**src/rtl/ekf_stage_sched.sv**
```systemverilog
// ekf_stage_sched: arbitrates PRD/NEW/UPD requests and sequences one stage at a time into PE_config.
// Optional per-stage watchdog is built only when STAGE_WDT_EN is defined.
module ekf_stage_sched #(
    parameter int ROW_LEN   = 10,
    parameter int MAX_LM    = 500,
    parameter int WDT_DW    = 16,
    parameter int WDT_LIMIT = 40000
) (
    input  logic               clk,
    input  logic               sys_rst,
    input  logic [2:0]         req_val,
    input  logic [ROW_LEN-1:0] req_lm_idx,
    output logic               req_rdy,
    input  logic               lm_clr,
    output logic [2:0]         stage_val,
    input  logic [2:0]         stage_rdy,
    output logic [ROW_LEN-1:0] lm_idx,
    output logic [ROW_LEN-1:0] landmark_num,
    output logic [2:0]         done,
    output logic [1:0]         err,
    output logic               busy
);

    localparam logic [2:0]         ST_PRD   = 3'b001;
    localparam logic [2:0]         ST_NEW   = 3'b010;
    localparam logic [2:0]         ST_UPD   = 3'b100;
    localparam logic [ROW_LEN-1:0] MAX_LM_W = ROW_LEN'(MAX_LM);

    // The landmark count must fit its port and the watchdog limit must fit its counter.
    if (MAX_LM >= (1 << ROW_LEN) || WDT_LIMIT < 1 || WDT_LIMIT > (1 << WDT_DW)) begin : g_cfg_check
        $error("ekf_stage_sched: parameter out of range");
    end

    typedef enum logic [1:0] {
        IDLE      = 2'd0,
        ISSUE     = 2'd1,
        WAIT_DONE = 2'd2,
        DONE      = 2'd3
    } state_t;

    state_t             state;
    state_t             state_nx;
    logic [2:0]         stage_oh;
    logic [2:0]         win;
    logic               pe_ready;
    logic               accept;
    logic               req_ok;
    logic               accept_ok;
    logic               accept_bad;
    logic               in_stage;
    logic               wdt_abort;
    logic [2:0]         stage_val_nx;
    logic [2:0]         done_nx;
    logic [1:0]         err_nx;
    logic [ROW_LEN-1:0] lm_num_nx;
    logic [ROW_LEN-1:0] lm_idx_nx;

    function automatic logic [2:0] arb_pick(input logic [2:0] r);
        if (r[0]) return ST_PRD;
        if (r[2]) return ST_UPD;
        if (r[1]) return ST_NEW;
        return 3'b000;
    endfunction

    function automatic logic [ROW_LEN-1:0] sat_inc(input logic [ROW_LEN-1:0] v);
        return (v >= MAX_LM_W) ? MAX_LM_W : v + 1'b1;
    endfunction

    assign pe_ready   = (stage_rdy == 3'b111);
    assign in_stage   = (state == ISSUE) || (state == WAIT_DONE);
    assign busy       = (state != IDLE);
    // A pending clear takes the IDLE cycle, so no request is taken alongside it.
    assign req_rdy    = sys_rst & (state == IDLE) & pe_ready & ~lm_clr;
    assign win        = arb_pick(req_val);
    assign accept     = req_rdy & (|req_val);
    assign accept_ok  = accept & req_ok;
    assign accept_bad = accept & ~req_ok;

    always_comb begin
        req_ok = 1'b1;
        case (win)
            ST_UPD:  req_ok = (req_lm_idx < landmark_num);
            ST_NEW:  req_ok = (landmark_num < MAX_LM_W);
            default: req_ok = 1'b1;
        endcase
    end

`ifdef STAGE_WDT_EN
    localparam logic [WDT_DW-1:0] WDT_LAST = WDT_DW'(WDT_LIMIT - 1);

    logic [WDT_DW-1:0] wdt_cnt;

    // Zero on the first ISSUE cycle, so the abort lands WDT_LIMIT cycles after entry.
    always_ff @(posedge clk or negedge sys_rst) begin
        if (!sys_rst) begin
            wdt_cnt <= '0;
        end else if (in_stage) begin
            wdt_cnt <= wdt_cnt + 1'b1;
        end else begin
            wdt_cnt <= '0;
        end
    end

    assign wdt_abort = in_stage && (wdt_cnt == WDT_LAST);
`else
    assign wdt_abort = 1'b0;
`endif

    always_ff @(posedge clk or negedge sys_rst) begin
        if (!sys_rst) begin
            state <= IDLE;
        end else begin
            state <= state_nx;
        end
    end

    always_comb begin
        state_nx = state;
        case (state)
            IDLE: begin
                if (accept_ok) state_nx = ISSUE;
            end
            ISSUE: begin
                if (wdt_abort)      state_nx = IDLE;
                else if (!pe_ready) state_nx = WAIT_DONE;
            end
            WAIT_DONE: begin
                if (wdt_abort)     state_nx = IDLE;
                else if (pe_ready) state_nx = DONE;
            end
            DONE: begin
                state_nx = IDLE;
            end
            default: begin
                state_nx = IDLE;
            end
        endcase
    end

    always_comb begin
        stage_val_nx = 3'b000;
        done_nx      = 3'b000;
        err_nx       = 2'b00;
        lm_num_nx    = landmark_num;
        lm_idx_nx    = lm_idx;
        case (state)
            IDLE: begin
                if (lm_clr) lm_num_nx = '0;
                if (accept_bad) err_nx = 2'b01;
                if (accept_ok) begin
                    stage_val_nx = win;
                    if (win == ST_UPD)      lm_idx_nx = req_lm_idx;
                    else if (win == ST_NEW) lm_idx_nx = landmark_num;
                end
            end
            ISSUE: begin
                // Hold the request until PE_config is seen busy.
                if (!wdt_abort && pe_ready) stage_val_nx = stage_oh;
            end
            WAIT_DONE: begin
                if (!wdt_abort && pe_ready) begin
                    done_nx = stage_oh;
                    if (stage_oh == ST_NEW) lm_num_nx = sat_inc(landmark_num);
                end
            end
            default: begin
            end
        endcase
        if (wdt_abort) err_nx = 2'b10;
    end

    always_ff @(posedge clk or negedge sys_rst) begin
        if (!sys_rst) begin
            stage_oh     <= '0;
            stage_val    <= '0;
            lm_idx       <= '0;
            landmark_num <= '0;
            done         <= '0;
            err          <= '0;
        end else begin
            if (accept_ok) stage_oh <= win;
            stage_val    <= stage_val_nx;
            lm_idx       <= lm_idx_nx;
            landmark_num <= lm_num_nx;
            done         <= done_nx;
            err          <= err_nx;
        end
    end

endmodule
```
**config.mk**
```make
export PLATFORM = sky130hd
export DESIGN_NAME = ekf_stage_sched
export DESIGN_NICKNAME = d
export VERILOG_FILES = /design/src/rtl/ekf_stage_sched.sv
export SDC_FILE = /design/constraint.sdc
export NUM_CORES = 1
export LEC_CHECK = 0
export BUFFER_PORTS_ARGS = -buffer_cell sky130_fd_sc_hd__buf_4
export CAP_MARGIN = 30
export CORE_MARGIN = 2
export CORE_UTILIZATION = 44
export CTS_CLUSTER_SIZE = 12
export DETAILED_ROUTE_END_ITERATION = 10
export PLACE_DENSITY_LB_ADDON = 0.3
export SYNTH_ARGS = -nofsm -noshare
export SYNTH_HDL_FRONTEND = slang
export SYNTH_SLANG_ARGS = --single-unit
```
**constraint.sdc**
```tcl
create_clock -name clk -period 5.85 [get_ports clk]
set_clock_uncertainty 0.05 [all_clocks]
set_input_delay 1.17 -clock clk [delete_from_list [all_inputs] [get_ports clk]]
set_output_delay 1.17 -clock clk [all_outputs]
set_load 0.05 [all_outputs]
```
# ---- After elaboration in Yosys (flattened, before gate mapping)
# Cells that the tools add are included.
dict set report op_classes {
  add_sub_neg 1
  magnitude_cmp 3
  n_eq_ne 12
  mux 30
  n_bitwise 8
  reduce_logical 8
}
# op n
set ops {}
lappend ops {{10-bit two-way mux} 6}
lappend ops {{3-bit two-way mux} 9}
lappend ops {{10-bit case mux with 2 select lines} 1}
lappend ops {{10-bit by 1-bit adder with 10-bit output (second input constant)} 1}
lappend ops {{10-bit by 9-bit >= comparator with 1-bit output (second input constant)} 1}
lappend ops {{10-bit less-than comparator} 1}
lappend ops {{10-bit by 9-bit less-than comparator with 1-bit output (second input constant)} 1}
lappend ops {{1-bit two-way mux} 8}
lappend ops {{2-bit != test (second input constant)} 4}
lappend ops {{2-bit case mux with 4 select lines} 1}
lappend ops {{1-bit AND} 6}
lappend ops {{3-bit by 2-bit equality test with 1-bit output (second input constant)} 2}
lappend ops {{3-bit equality test (second input constant)} 2}
lappend ops {{2-bit two-way mux} 3}
lappend ops {{3-bit case mux with 2 select lines} 1}
lappend ops {{3-bit AND reduction} 2}
lappend ops {{2-bit nonzero test} 3}
lappend ops {{2-bit equality test (second input constant)} 2}
lappend ops {{4-bit AND reduction} 1}
lappend ops {{3-bit OR reduction} 1}
lappend ops {{2-bit by 1-bit equality test with 1-bit output (second input constant)} 1}
lappend ops {{2-bit zero test} 1}
lappend ops {{2-bit by 1-bit != test with 1-bit output (second input constant)} 1}
lappend ops {{1-bit inverter} 2}
lappend ops {{1-bit case mux with 2 select lines} 1}
dict set report totals {
  regBits 33
  input_bits 19
  out_inout_bits 30
  wordCells 69
}

# ---- Longest topological paths before layout
# Gate-level depths: netlist of run 1.
dict set report logic_depth {
  depth_word 13
  ltp_mapped 9
  mapped_depth_nobuf 8
}

# ---- Worst setup path after synthesis of run 1
# No wires, ideal clock.
dict set report synth_path {
  path_kind {input to output}
  startpoint {input stage_rdy[2]}
  endpoint {output req_rdy}
  arrival_time_ns 1.739
  required_ns 4.630
  slack_ns 2.891
  stages 3
  path_buffers 1
  cell_sequence {and3_1 and3_1 buf_6}
}
dict set report synth_between {
  elab_chain_len 3
}
# element line
set synth_lines {}
lappend synth_lines {{from (decl)} 16} ;# input logic [2:0] stage_rdy,
lappend synth_lines {{3-bit equality test} 69} ;# assign pe_ready = (stage_rdy == 3'b111);
lappend synth_lines {{1-bit AND (2 in a row)} 73} ;# assign req_rdy = sys_rst & (state == IDLE) & pe_ready & ~lm_clr;
lappend synth_lines {{to (decl)} 13} ;# output logic req_rdy,
# No other way between the ends.

# ---- Worst setup path after layout of run 1
dict set report layout_path {
  startpoint {input sys_rst}
  endpoint {output req_rdy}
}
dict set report layout_between {
  elab_chain_len 3
}
# element line
set layout_lines {}
lappend layout_lines {{from (decl)} 10} ;# input logic sys_rst,
lappend layout_lines {{1-bit AND (3 in a row)} 73}
# No other way between the ends.

==> qor_table.md, run 1 <==
| Group | Result | This run |
|---|---|---|
| sta | Final number of hold-violating endpoints | 0 |
| global route | Antenna violations before repair | 0 |
| sta | Unrepaired setup endpoints after global routing | false |
| synthesis | Count of distinct cell types in the synthesized netlist | 48 |
| worst setup path | Crit path launch | sys_rst |
| synthesis | Async set-reset flop share out of synthesis | 100.0% |
| cts | Cts repair resizes | 0 |
| sta | Final setup vio count | 0 |
| worst setup path | Levels on crit path | 3 |
| worst setup path | Crit Reg-Reg Endpoint | lm_idx[4]$_DFFE_PN0P_ |
| synthesis | Area fraction in and, or, nand and nor cells after synthesis | 11.56% |
| power and ir drop | Total power of the final layout | 0.7147 mW |
| placed design | Detailed placer's ending HPWL | 3.056 mm |
| floorplan | Y dimension of the die | 70.54 microns |
| placed design | Placer Congestion | 0.7819 |
| cts | Number of buffers between clock root and the deepest sink | 2 |
| power and ir drop | Static leakage power | 1.176 nW |
| worst setup path | Critical path's slowest cell | sky130_fd_sc_hd__and3_1 |
| worst setup path | Worst reg2reg setup slack | 3220 ps |
| synthesis | Dominant combinational cell family by area after synthesis | compound AO/OA/AOI/OAI gates |
| placed design | Count of input and output buffers | 47 |
| global route | Vias in the first global route | 1456 |
| synthesis | Flip-flop cell with the highest count after synthesis | sky130_fd_sc_hd__dfrtp_1 |
| detailed routing | DRC Markers | 0 |
| floorplan | Full die area | 4976 sq um |
| synthesis | Post-Synthesis Cells | 186 |
| worst setup path | Top fanout value on the critical path | 33 |
| worst setup path | Cell depth of the worst flop-to-flop path | 8 |
| cells and area | Area growth from synthesis to final layout | 22.48% |
| flow run | Maxcap violations | 0 |
| cells and area | Number of nets in the final layout | 265 |
| cts | CTS H-Tree Depth | 2 |
| cts | Clock net sink count | 32 |
| detailed routing | Wire length per cell after detailed routing | 13.96 microns |
| cells and area | Antenna diode count | 0 |
| synthesis | Share of the synthesized area in compound gates (AO/OA/AOI/OAI) | 22.29% |
| synthesis | Flops & latches, synth | 32 |
| floorplan | Die outline width | 70.54 microns |
| power and ir drop | Maximum vdd drop | 0.0001591 V |
| detailed routing | Number of routed nets with antenna violations | 0 |
| cts | Insertion delay to the later sink of the worst-skew pair | 280 ps |
| cts | Number of buffers added to fix hold violations after cts | 0 |
| sta | Fraction of the cycle the final worst path needs | 58.48% |
| worst setup path | Number of buffer and inverter stages on the critical path | 2 |
| worst setup path | Worst Path Required | 4630 ps |
| power and ir drop | Power density relative to cell area | 299.5 nW/um^2 |
| cts | Post-CTS Repair Setup Buffers | 0 |
| worst setup path | Signal arrival time at the worst endpoint | 2200 ps |
| min path | Instance count along the most critical hold path | 1 |
| floorplan | Number of I/O pins | 49 |
| floorplan | Core ar. | 4324 sq um |
| detailed routing | Via Count | 1506 |
| synthesis | Syn avg cell area | 10.47 sq um |
| worst setup path | Most used cell, CP | sky130_fd_sc_hd__buf_4 |
| sta | Peak Freq | 292.3 MHz |
| synthesis | Xor-xnor portion of the synthesized cell area | 0% |
| synthesis | Number of enable flip-flop cells after synthesis | 0 |
| worst setup path | Launching point of the worst reg2reg path | landmark_num[4]$_DFFE_PN0P_ |
| worst setup path | Worst path top cell family by delay | buffers and inverters |
| worst setup path | Critical path, cell by cell | buf_4 > and3_1 > buf_4 |
| global route | Global-route congestion overflow total | 0 |
| worst setup path | Critical path launch point type | primary input |
| global route | Pin count of the biggest net entering global routing | 34 |
| synthesis | Adder and majority cell fraction of the synthesized area | 8.992% |
| sta | Transition time of the tightest slew-check pin | 988.3 ps |
| sta | Total Negative Setup Slacks | 0 ps |
| sta | Normalized max-slew margin | 33.99% |
| cells and area | Share of layout cells above drive strength 1 | 31.76% |
| min path | Hold Crit Class | reg2reg |
| cts | Reg clk slew, reported paths | 60 ps |
| cts | Clock root cell | sky130_fd_sc_hd__clkbuf_8 |
| floorplan | Starting density of the core | 45.05% |
| worst setup path | Capturing element type of the critical path | primary output |
| cells and area | Commonest non-fill, non-tap cell in the layout | sky130_fd_sc_hd__buf_4 |
| cts | TritonCTS clock tree | built |
| worst setup path | Capture point of the worst path | req_rdy |
| global route | GR Util All Layers | 17.45% |
| floorplan | Floorplan row count | 24 |
| detailed routing | Number of vias per cell after detailed routing | 5.284 |
| worst setup path | Critical Setup Path Class | in2out |
| worst setup path | Crit path largest cell delay | 410 ps |
| sta | Final critical delay including setup and external delays | 3421 ps |
| synthesis | Sequential fraction of the synthesis area | 41.10% |
| detailed routing | Total wire length | 3.978 mm |
| run status | Run status | finished, final reports clean |
| synthesis | Net count after synthesis | 219 |
| cells and area | Post-Layout Cell Count | 285 |
| synthesis | Warnings, synthesis | 0 |
| detailed routing | Detailed router's first-iteration violation count | 103 |
| synthesis | Multiplexer share of the synthesized area | 8.992% |
| sta | Final max-slew violation count | 0 |
| detailed routing | Total iterations of the first detailed-routing run | 4 |
| placed design | Number of cells after detailed placement | 277 |
| cells and area | Commonest cells after routing, fill and taps aside | sky130_fd_sc_hd__buf_4, sky130_fd_sc_hd__dfrtp_1, sky130_fd_sc_hd__o21ai_0 |
| cts | CTS Buf Count | 5 |
| global route | Wire length of the first global-routing pass | 6.844 mm |
| synthesis | Area of the mapped netlist | 1948 sq um |
## routing by layer
metal  track usage (%)  routed length [microns]  vias to the layer above  part of all wire (%)
met3             5.128                      222                        6                   5.6
met1             25.09                     1959                      700                    49
met5                 0                        0                        -                     0
li1                  -                        -                      768                     -
met4             5.031                       47                        0                   1.2
met2             25.79                     1747                       32                    44
## per-stage QoR
stage	instance area, sq um	hold slack (ps)	setup slack, ps	util [%]
finish	2386	460.8	2429	55.18
CTS	2386	469.6	2417	55.18
global placement	2296	451.1	2424	53.10
global route	2386	489.4	2324	55.18
floorplan	1948	449.7	2891	-
detailed placement	2296	451.1	2413	53.10
## area by class of cell
class | count | area [sq um]
Fill cell | 417 | 1938
Sequential cell | 32 | 800.8
Inverter | 17 | 63.81
Tap cell | 52 | 65.06
Timing Repair Buffer | 47 | 352.8
Multi-Input combinational cell | 129 | 1013
Clock buffer | 8 | 90.09
## cells in the mapped netlist, types with 2 or more instances
cell type | instances | area [sq um]
sky130_fd_sc_hd__nor2_1 | 5 | 18.77
sky130_fd_sc_hd__a211oi_2 | 2 | 25.02
sky130_fd_sc_hd__inv_1 | 17 | 63.81
sky130_fd_sc_hd__buf_2 | 2 | 10.01
sky130_fd_sc_hd__nand2_1 | 15 | 56.30
sky130_fd_sc_hd__o211ai_1 | 2 | 15.01
sky130_fd_sc_hd__and3_1 | 5 | 31.28
sky130_fd_sc_hd__a21oi_1 | 11 | 55.05
sky130_fd_sc_hd__a22o_1 | 2 | 17.52
sky130_fd_sc_hd__nor3_1 | 2 | 10.01
sky130_fd_sc_hd__o31ai_1 | 7 | 52.55
sky130_fd_sc_hd__a32o_1 | 4 | 40.04
sky130_fd_sc_hd__buf_6 | 2 | 22.52
sky130_fd_sc_hd__nand3_1 | 3 | 15.01
sky130_fd_sc_hd__o21ai_0 | 19 | 95.09
sky130_fd_sc_hd__dfrtp_1 | 32 | 800.8
sky130_fd_sc_hd__mux2_4 | 11 | 165.2
sky130_fd_sc_hd__ha_1 | 14 | 175.2
sky130_fd_sc_hd__a211oi_1 | 2 | 15.01
## how the worst min path moves through the flow
stage	start	end	slack [ps]
6_report	lm_idx[5]$_DFFE_PN0P_	lm_idx[5]$_DFFE_PN0P_	460
5_1_grt	lm_idx[5]$_DFFE_PN0P_	lm_idx[5]$_DFFE_PN0P_	490
4_1_cts	lm_idx[5]$_DFFE_PN0P_	lm_idx[5]$_DFFE_PN0P_	470
3_5_place_dp	lm_idx[0]$_DFFE_PN0P_	lm_idx[0]$_DFFE_PN0P_	450
3_3_place_gp	lm_idx[5]$_DFFE_PN0P_	lm_idx[5]$_DFFE_PN0P_	450
2_1_floorplan	state[0]$_DFFE_PN0P_	state[0]$_DFFE_PN0P_	450
## state kept, by name (all words and copies together), names as in the netlist
| name | flops |
|---|---|
| landmark_num | 10 |
| lm_idx | 10 |
| stage_val | 3 |
| state | 2 |
| done | 3 |
| err | 1 |
| stage_oh | 3 |
## report_power, final
group	switching (mW)	internal [mW]
Clock	0.0751	0.0958
Combinational	0.178	0.104
Sequential	0.0183	0.243
## logic make-up (layout without fill, tap and decap cells)
logic type,Yosys count,after routing
buffers and inverters,25,72
AO/OA/AOI/OAI,62,62
other,1,1
flip-flops,32,32
multiplexers,12,12
AND/OR/NAND/NOR,40,40
adder cells (fa/ha/maj),14,14
Note: power is estimated with default switching activity, not from simulation.
==> run 2, diff against run 1 <==
==> constraint.sdc (replaced) <==
create_clock -name clk -period 3.4 [get_ports clk]
set_clock_uncertainty 0.05 [all_clocks]
set_input_delay 0.68 -clock clk [delete_from_list [all_inputs] [get_ports clk]]
set_output_delay 0.68 -clock clk [all_outputs]
set_load 0.05 [all_outputs]
==> qor_table.md, run 2 (synthesis results as in run 1) <==
| Group | Result | This run |
|---|---|---|
| global route | Global-route congestion overflow total | 0 |
| floorplan | Floorplan row count | 24 |
| sta | Final critical delay including setup and external delays | 2653 ps |
| floorplan | Starting density of the core | 45.05% |
| sta | Peak Freq | 377.0 MHz |
| worst setup path | Critical path's slowest cell | sky130_fd_sc_hd__o211a_1 |
| sta | Total Negative Setup Slacks | 0 ps |
| floorplan | Y dimension of the die | 70.54 microns |
| worst setup path | Crit path largest cell delay | 540 ps |
| sta | Unrepaired setup endpoints after global routing | false |
| floorplan | Core ar. | 4324 sq um |
| worst setup path | Cell depth of the worst flop-to-flop path | 8 |
| cts | Clock net sink count | 32 |
| cells and area | Share of layout cells above drive strength 1 | 33.19% |
| global route | GR Util All Layers | 17.67% |
| cts | TritonCTS clock tree | built |
| detailed routing | Number of routed nets with antenna violations | 0 |
| detailed routing | Detailed router's first-iteration violation count | 96 |
| cells and area | Number of nets in the final layout | 267 |
| sta | Final number of hold-violating endpoints | 0 |
| min path | Hold Crit Class | in2async |
| power and ir drop | Sw Share | 38.26% |
| flow run | Maxcap violations | 0 |
| detailed routing | Total iterations of the first detailed-routing run | 4 |
| cells and area | Fillers | 401 |
| cts | Post-CTS Repair Setup Buffers | 0 |
| cells and area | Antenna diode count | 0 |
| cts | CTS Buf Count | 5 |
| cells and area | Commonest non-fill, non-tap cell in the layout | sky130_fd_sc_hd__buf_4 |
| cts | Reg clk slew, reported paths | 70 ps |
| placed design | Post-place instance area | 2311 sq um |
| cts | Insertion delay to the later sink of the worst-skew pair | 290 ps |
| placed design | Placer Congestion | 0.8167 |
| cts | Number of buffers between clock root and the deepest sink | 2 |
| detailed routing | Via Count | 1560 |
| sta | Transition time of the tightest slew-check pin | 522.4 ps |
| cts | Clock root cell | sky130_fd_sc_hd__clkbuf_8 |
| detailed routing | Total wire length | 4.107 mm |
| detailed routing | DRC Markers | 0 |
| worst setup path | Critical Setup Path Class | reg2reg |
| power and ir drop | Static leakage power | 1.191 nW |
| sta | Final setup vio count | 0 |
| floorplan | Die outline width | 70.54 microns |
| power and ir drop | Share of total power in sequential cells | 36.1% |
| power and ir drop | Clock group share of total power | 24.1% |
| detailed routing | Wire length per cell after detailed routing | 14.31 microns |
| power and ir drop | Part of the total power dissipated in combinational logic | 39.7% |
| global route | Antenna violations before repair | 0 |
| placed design | Count of input and output buffers | 47 |
| worst setup path | Critical path launch point type | flop |
| global route | Pin count of the biggest net entering global routing | 33 |
| floorplan | Number of I/O pins | 49 |
| cells and area | Commonest cells after routing, fill and taps aside | sky130_fd_sc_hd__buf_4, sky130_fd_sc_hd__dfrtp_1, sky130_fd_sc_hd__o21ai_0 |
| sta | Final max-slew violation count | 0 |
| power and ir drop | Pint | 0.7687 mW |
| cts | Number of buffers added to fix hold violations after cts | 0 |
| sta | Normalized max-slew margin | 65.17% |
| global route | Vias in the first global route | 1459 |
| detailed routing | Number of vias per cell after detailed routing | 5.436 |
| cts | CTS H-Tree Depth | 2 |
| cts | Cts repair resizes | 0 |
| cells and area | Area taken by multi-input logic gates | 1013 sq um |
| power and ir drop | Maximum vdd drop | 0.0003251 V |
| worst setup path | Signal arrival time at the worst endpoint | 2770 ps |
| cells and area | Flip-flop and latch area | 800.8 sq um |
| cells and area | Core occupancy in the finished layout | 55.58% |
| power and ir drop | Power density relative to cell area | 518.0 nW/um^2 |
| floorplan | Full die area | 4976 sq um |
| worst setup path | Top fanout value on the critical path | 10 |
| worst setup path | Critical path, cell by cell | inv_1 > ha_1 > a211o_1 > o211ai_1 > o21ai_0 > a21oi_2 > o211a_1 > mux2_4 |
| global route | Wire length of the first global-routing pass | 6.900 mm |
| power and ir drop | Sw Pwr | 0.4763 mW |
| sta | Fraction of the cycle the final worst path needs | 78.01% |
| cells and area | Area growth from synthesis to final layout | 23.38% |
| cells and area | Top flop regs | landmark_num x10, lm_idx x10 |
| worst setup path | Capturing element type of the critical path | flop |
| run status | Run status | finished, final reports clean |
| cells and area | Post-route cell area | 2404 sq um |
| placed design | Detailed placer's ending HPWL | 3.065 mm |
| worst setup path | Worst Path Required | 3520 ps |
run 2: cell types whose count changed in the layout (fill, tap and decap cells not counted):
cell,previous run,this run
sky130_fd_sc_hd__buf_4,47,49
sky130_fd_sc_hd__clkbuf_1,2,0
sky130_fd_sc_hd__clkinv_2,0,2
run 2: critical path: cells and delay by family, from the launching register on:
kind | cells | cell delay [ps]
AO/OA/AOI/OAI | 5 | 1250
adder cells (fa/ha/maj) | 1 | 300
buffers and inverters | 1 | 110
flip-flops | 1 | 480
multiplexers | 1 | 350
run 2: final cells by class:
type	count	share of cell area, %
clock buffers	6	3.436
clock inverters	2	0.4164
inverters	17	2.655
multi-input cells	129	42.17
flip-flops and latches	32	33.32
well taps	52	2.707
repair buffers	49	15.30
run 2: final timing paths:
kind                                                   from                      to  slack (ps)
worst max-delay path            landmark_num[3]$_DFFE_PN0P_   lm_idx[0]$_DFFE_PN0P_         750
worst min-delay path                                sys_rst  stage_val[1]$_DFF_PN0_         380
worst max register to register  landmark_num[3]$_DFFE_PN0P_   lm_idx[0]$_DFFE_PN0P_         750
worst min register to register        lm_idx[4]$_DFFE_PN0P_   lm_idx[4]$_DFFE_PN0P_         460
max in group asynchronous                           sys_rst   lm_idx[0]$_DFFE_PN0P_        2640
min in group clk                      lm_idx[4]$_DFFE_PN0P_   lm_idx[4]$_DFFE_PN0P_         460
run 2: metrics by stage:
stage	worst slack, ps	power, mW	cells	hold WS, ps
floorplan	842.9	0.8179	186	334.4
global placement	559.9	0.9454	279	451.0
detailed placement	510.5	0.9509	279	456.1
CTS	733.7	1.254	287	389.0
global route	505.3	1.327	287	418.6
finish	747.5	1.245	287	378.4
run 2: per-layer routing:
layer / vias up / share of wire, % / global-route usage (%)
li1: 773 / - / -
met2: 39 / 45 / 26.00
met3: 8 / 5.2 / 4.416
met1: 740 / 48 / 25.32
met5: - / 0 / 0
met4: 0 / 1.9 / 6.709
run 2: power by group through the flow:
| stage | sequential [mW] | combinational (mW) | clock (mW) |
|---|---|---|---|
| floorplan | 0.507 | 0.311 | 0 |
| global placement | 0.454 | 0.492 | 0 |
| detailed placement | 0.456 | 0.495 | 0 |
| CTS | 0.449 | 0.497 | 0.307 |
| global route | 0.455 | 0.545 | 0.326 |
| finish | 0.450 | 0.495 | 0.300 |
==> run 3, diff against run 2 <==
==> constraint.sdc (replaced) <==
create_clock -name clk -period 2.73 [get_ports clk]
set_clock_uncertainty 0.05 [all_clocks]
set_input_delay 0.546 -clock clk [delete_from_list [all_inputs] [get_ports clk]]
set_output_delay 0.546 -clock clk [all_outputs]
set_load 0.05 [all_outputs]
==> qor_table.md, run 3 (synthesis results as in run 1) <==
| Group | Result | This run |
|---|---|---|
| cells and area | Top flop regs | landmark_num x10, lm_idx x10 |
| cts | Number of buffers added to fix hold violations after cts | 0 |
| detailed routing | Total wire length | 4.124 mm |
| sta | Peak Freq | 414.1 MHz |
| global route | Pin count of the biggest net entering global routing | 33 |
| floorplan | Full die area | 4976 sq um |
| cells and area | Area taken by multi-input logic gates | 1013 sq um |
| cts | Insertion delay to the later sink of the worst-skew pair | 280 ps |
| cts | TritonCTS clock tree | built |
| power and ir drop | Part of the total power dissipated in combinational logic | 39.9% |
| cts | Number of buffers between clock root and the deepest sink | 2 |
| cells and area | Commonest cells after routing, fill and taps aside | sky130_fd_sc_hd__buf_4, sky130_fd_sc_hd__dfrtp_1, sky130_fd_sc_hd__o21ai_0 |
| cts | Cts repair resizes | 0 |
| detailed routing | Number of routed nets with antenna violations | 0 |
| cells and area | Antenna diode count | 0 |
| sta | Final setup vio count | 0 |
| worst setup path | Crit path largest cell delay | 470 ps |
| cts | CTS Buf Count | 5 |
| cts | CTS H-Tree Depth | 2 |
| detailed routing | Total iterations of the first detailed-routing run | 4 |
| detailed routing | Wire length per cell after detailed routing | 14.27 microns |
| worst setup path | Cell depth of the worst flop-to-flop path | 9 |
| global route | Wire length of the first global-routing pass | 7.038 mm |
| floorplan | Starting density of the core | 45.05% |
| run status | Run status | finished, final reports clean |
| global route | Global-route congestion overflow total | 0 |
| global route | Vias in the first global route | 1554 |
| cells and area | Area growth from synthesis to final layout | 24.79% |
| floorplan | Core ar. | 4324 sq um |
| detailed routing | Via Count | 1574 |
| detailed routing | Number of vias per cell after detailed routing | 5.446 |
| cells and area | Share of layout cells above drive strength 1 | 33.76% |
| sta | Final number of hold-violating endpoints | 0 |
| worst setup path | Critical Setup Path Class | reg2reg |
| placed design | Count of input and output buffers | 47 |
| worst setup path | Crit path launch | landmark_num[4]$_DFFE_PN0P_ |
| cells and area | Core occupancy in the finished layout | 56.22% |
| cts | Post-CTS Repair Setup Buffers | 0 |
| worst setup path | Signal arrival time at the worst endpoint | 2530 ps |
| power and ir drop | Maximum vdd drop | 0.0003644 V |
| worst setup path | Critical path's slowest cell | sky130_fd_sc_hd__dfrtp_1 |
| floorplan | Die outline width | 70.54 microns |
| sta | Final-layout worst hold slack | 245.1 ps |
| cells and area | Post-route cell area | 2431 sq um |
| detailed routing | Detailed router's first-iteration violation count | 106 |
| worst setup path | Critical path, cell by cell | inv_1 > ha_1 > a211o_1 > o211ai_1 > o21ai_0 > a21oi_2 > o211a_1 > buf_12 > mux2_4 |
| detailed routing | DRC Markers | 0 |
| global route | Antenna violations before repair | 0 |
| power and ir drop | Power density relative to cell area | 639.7 nW/um^2 |
| power and ir drop | Static leakage power | 1.204 nW |
| min path | Hold Crit Class | in2async |
| global route | GR Util All Layers | 17.50% |
| floorplan | Number of I/O pins | 49 |
| cts | Clock net sink count | 32 |
| worst setup path | Critical path launch point type | flop |
| cts | Clock root cell | sky130_fd_sc_hd__clkbuf_8 |
| sta | Unrepaired setup endpoints after global routing | false |
| power and ir drop | Share of total power in sequential cells | 36.0% |
| placed design | Placer Congestion | 0.8087 |
| flow run | Maxcap violations | 0 |
| power and ir drop | Sw Share | 38.38% |
| power and ir drop | Pint | 0.9584 mW |
| placed design | Post-place instance area | 2338 sq um |
| floorplan | Floorplan row count | 24 |
| power and ir drop | Sw Pwr | 0.5969 mW |
| cells and area | Number of nets in the final layout | 269 |
| floorplan | Y dimension of the die | 70.54 microns |
| placed design | Detailed placer's ending HPWL | 3.116 mm |
| sta | Fraction of the cycle the final worst path needs | 88.45% |
| sta | Final critical delay including setup and external delays | 2415 ps |
| sta | Final max-slew violation count | 0 |
| worst setup path | Capturing element type of the critical path | flop |
| worst setup path | Top fanout value on the critical path | 10 |
| cells and area | Flip-flop and latch area | 800.8 sq um |
| cts | Reg clk slew, reported paths | 70 ps |
| power and ir drop | Clock group share of total power | 24.1% |
| cells and area | Commonest non-fill, non-tap cell in the layout | sky130_fd_sc_hd__buf_4 |
| cells and area | Fillers | 420 |
| worst setup path | Worst Path Required | 2840 ps |
| worst setup path | Launching point of the worst reg2reg path | landmark_num[4]$_DFFE_PN0P_ |
| sta | Total Negative Setup Slacks | 0 ps |
## run 3: changes by cell type in the layout (fill, tap and decap cells not counted)
cell | previous run | this run
sky130_fd_sc_hd__buf_12 | 0 | 1
sky130_fd_sc_hd__buf_4 | 49 | 50
## run 3: metal layers
layer  global-route usage [%]  wire, microns
met5                        0              0
met4                    5.660             68
met3                    4.416            247
met2                    26.52           1822
met1                    24.79           1986
## run 3: critical path: cells and delay by family, from the launching register on
family                   cells  cell delay [ps]
flip-flops                   1              470
AO/OA/AOI/OAI                5              970
adder cells (fa/ha/maj)      1              220
buffers and inverters        2              290
multiplexers                 1              300
## run 3: through the flow
stage	total power, mW	instances	setup WS, ps
floorplan	1.019	186	172.9
global placement	1.180	281	225.1
detailed placement	1.189	281	187.1
CTS	1.568	289	322.7
global route	1.654	289	169.7
finish	1.555	289	315.2
## run 3: power groups by stage
stage	registers, mW	logic (mW)	clock network (mW)
2_1_floorplan	0.631	0.387	0
3_3_place_gp	0.566	0.614	0
3_5_place_dp	0.568	0.621	0
4_1_cts	0.560	0.624	0.384
5_1_grt	0.565	0.684	0.405
6_report	0.559	0.621	0.375
## run 3: worst paths after layout
path | endpoint | slack (ps)
worst max-delay path | lm_idx[0]$_DFFE_PN0P_ | 320
worst min-delay path | stage_oh[2]$_DFFE_PN0P_ | 250
worst max register to register | lm_idx[0]$_DFFE_PN0P_ | 320
worst min register to register | lm_idx[3]$_DFFE_PN0P_ | 470
max in group asynchronous | lm_idx[2]$_DFFE_PN0P_ | 2090
min in group clk | lm_idx[3]$_DFFE_PN0P_ | 470
## run 3: final cells by class
class | instances | share of cell area [%]
Clock buffer | 6 | 3.397
Clock inverter | 2 | 0.4117
Inverter | 17 | 2.625
Multi-Input combinational cell | 129 | 41.69
Sequential cell | 32 | 32.94
Tap cell | 52 | 2.676
Timing Repair Buffer | 51 | 16.26
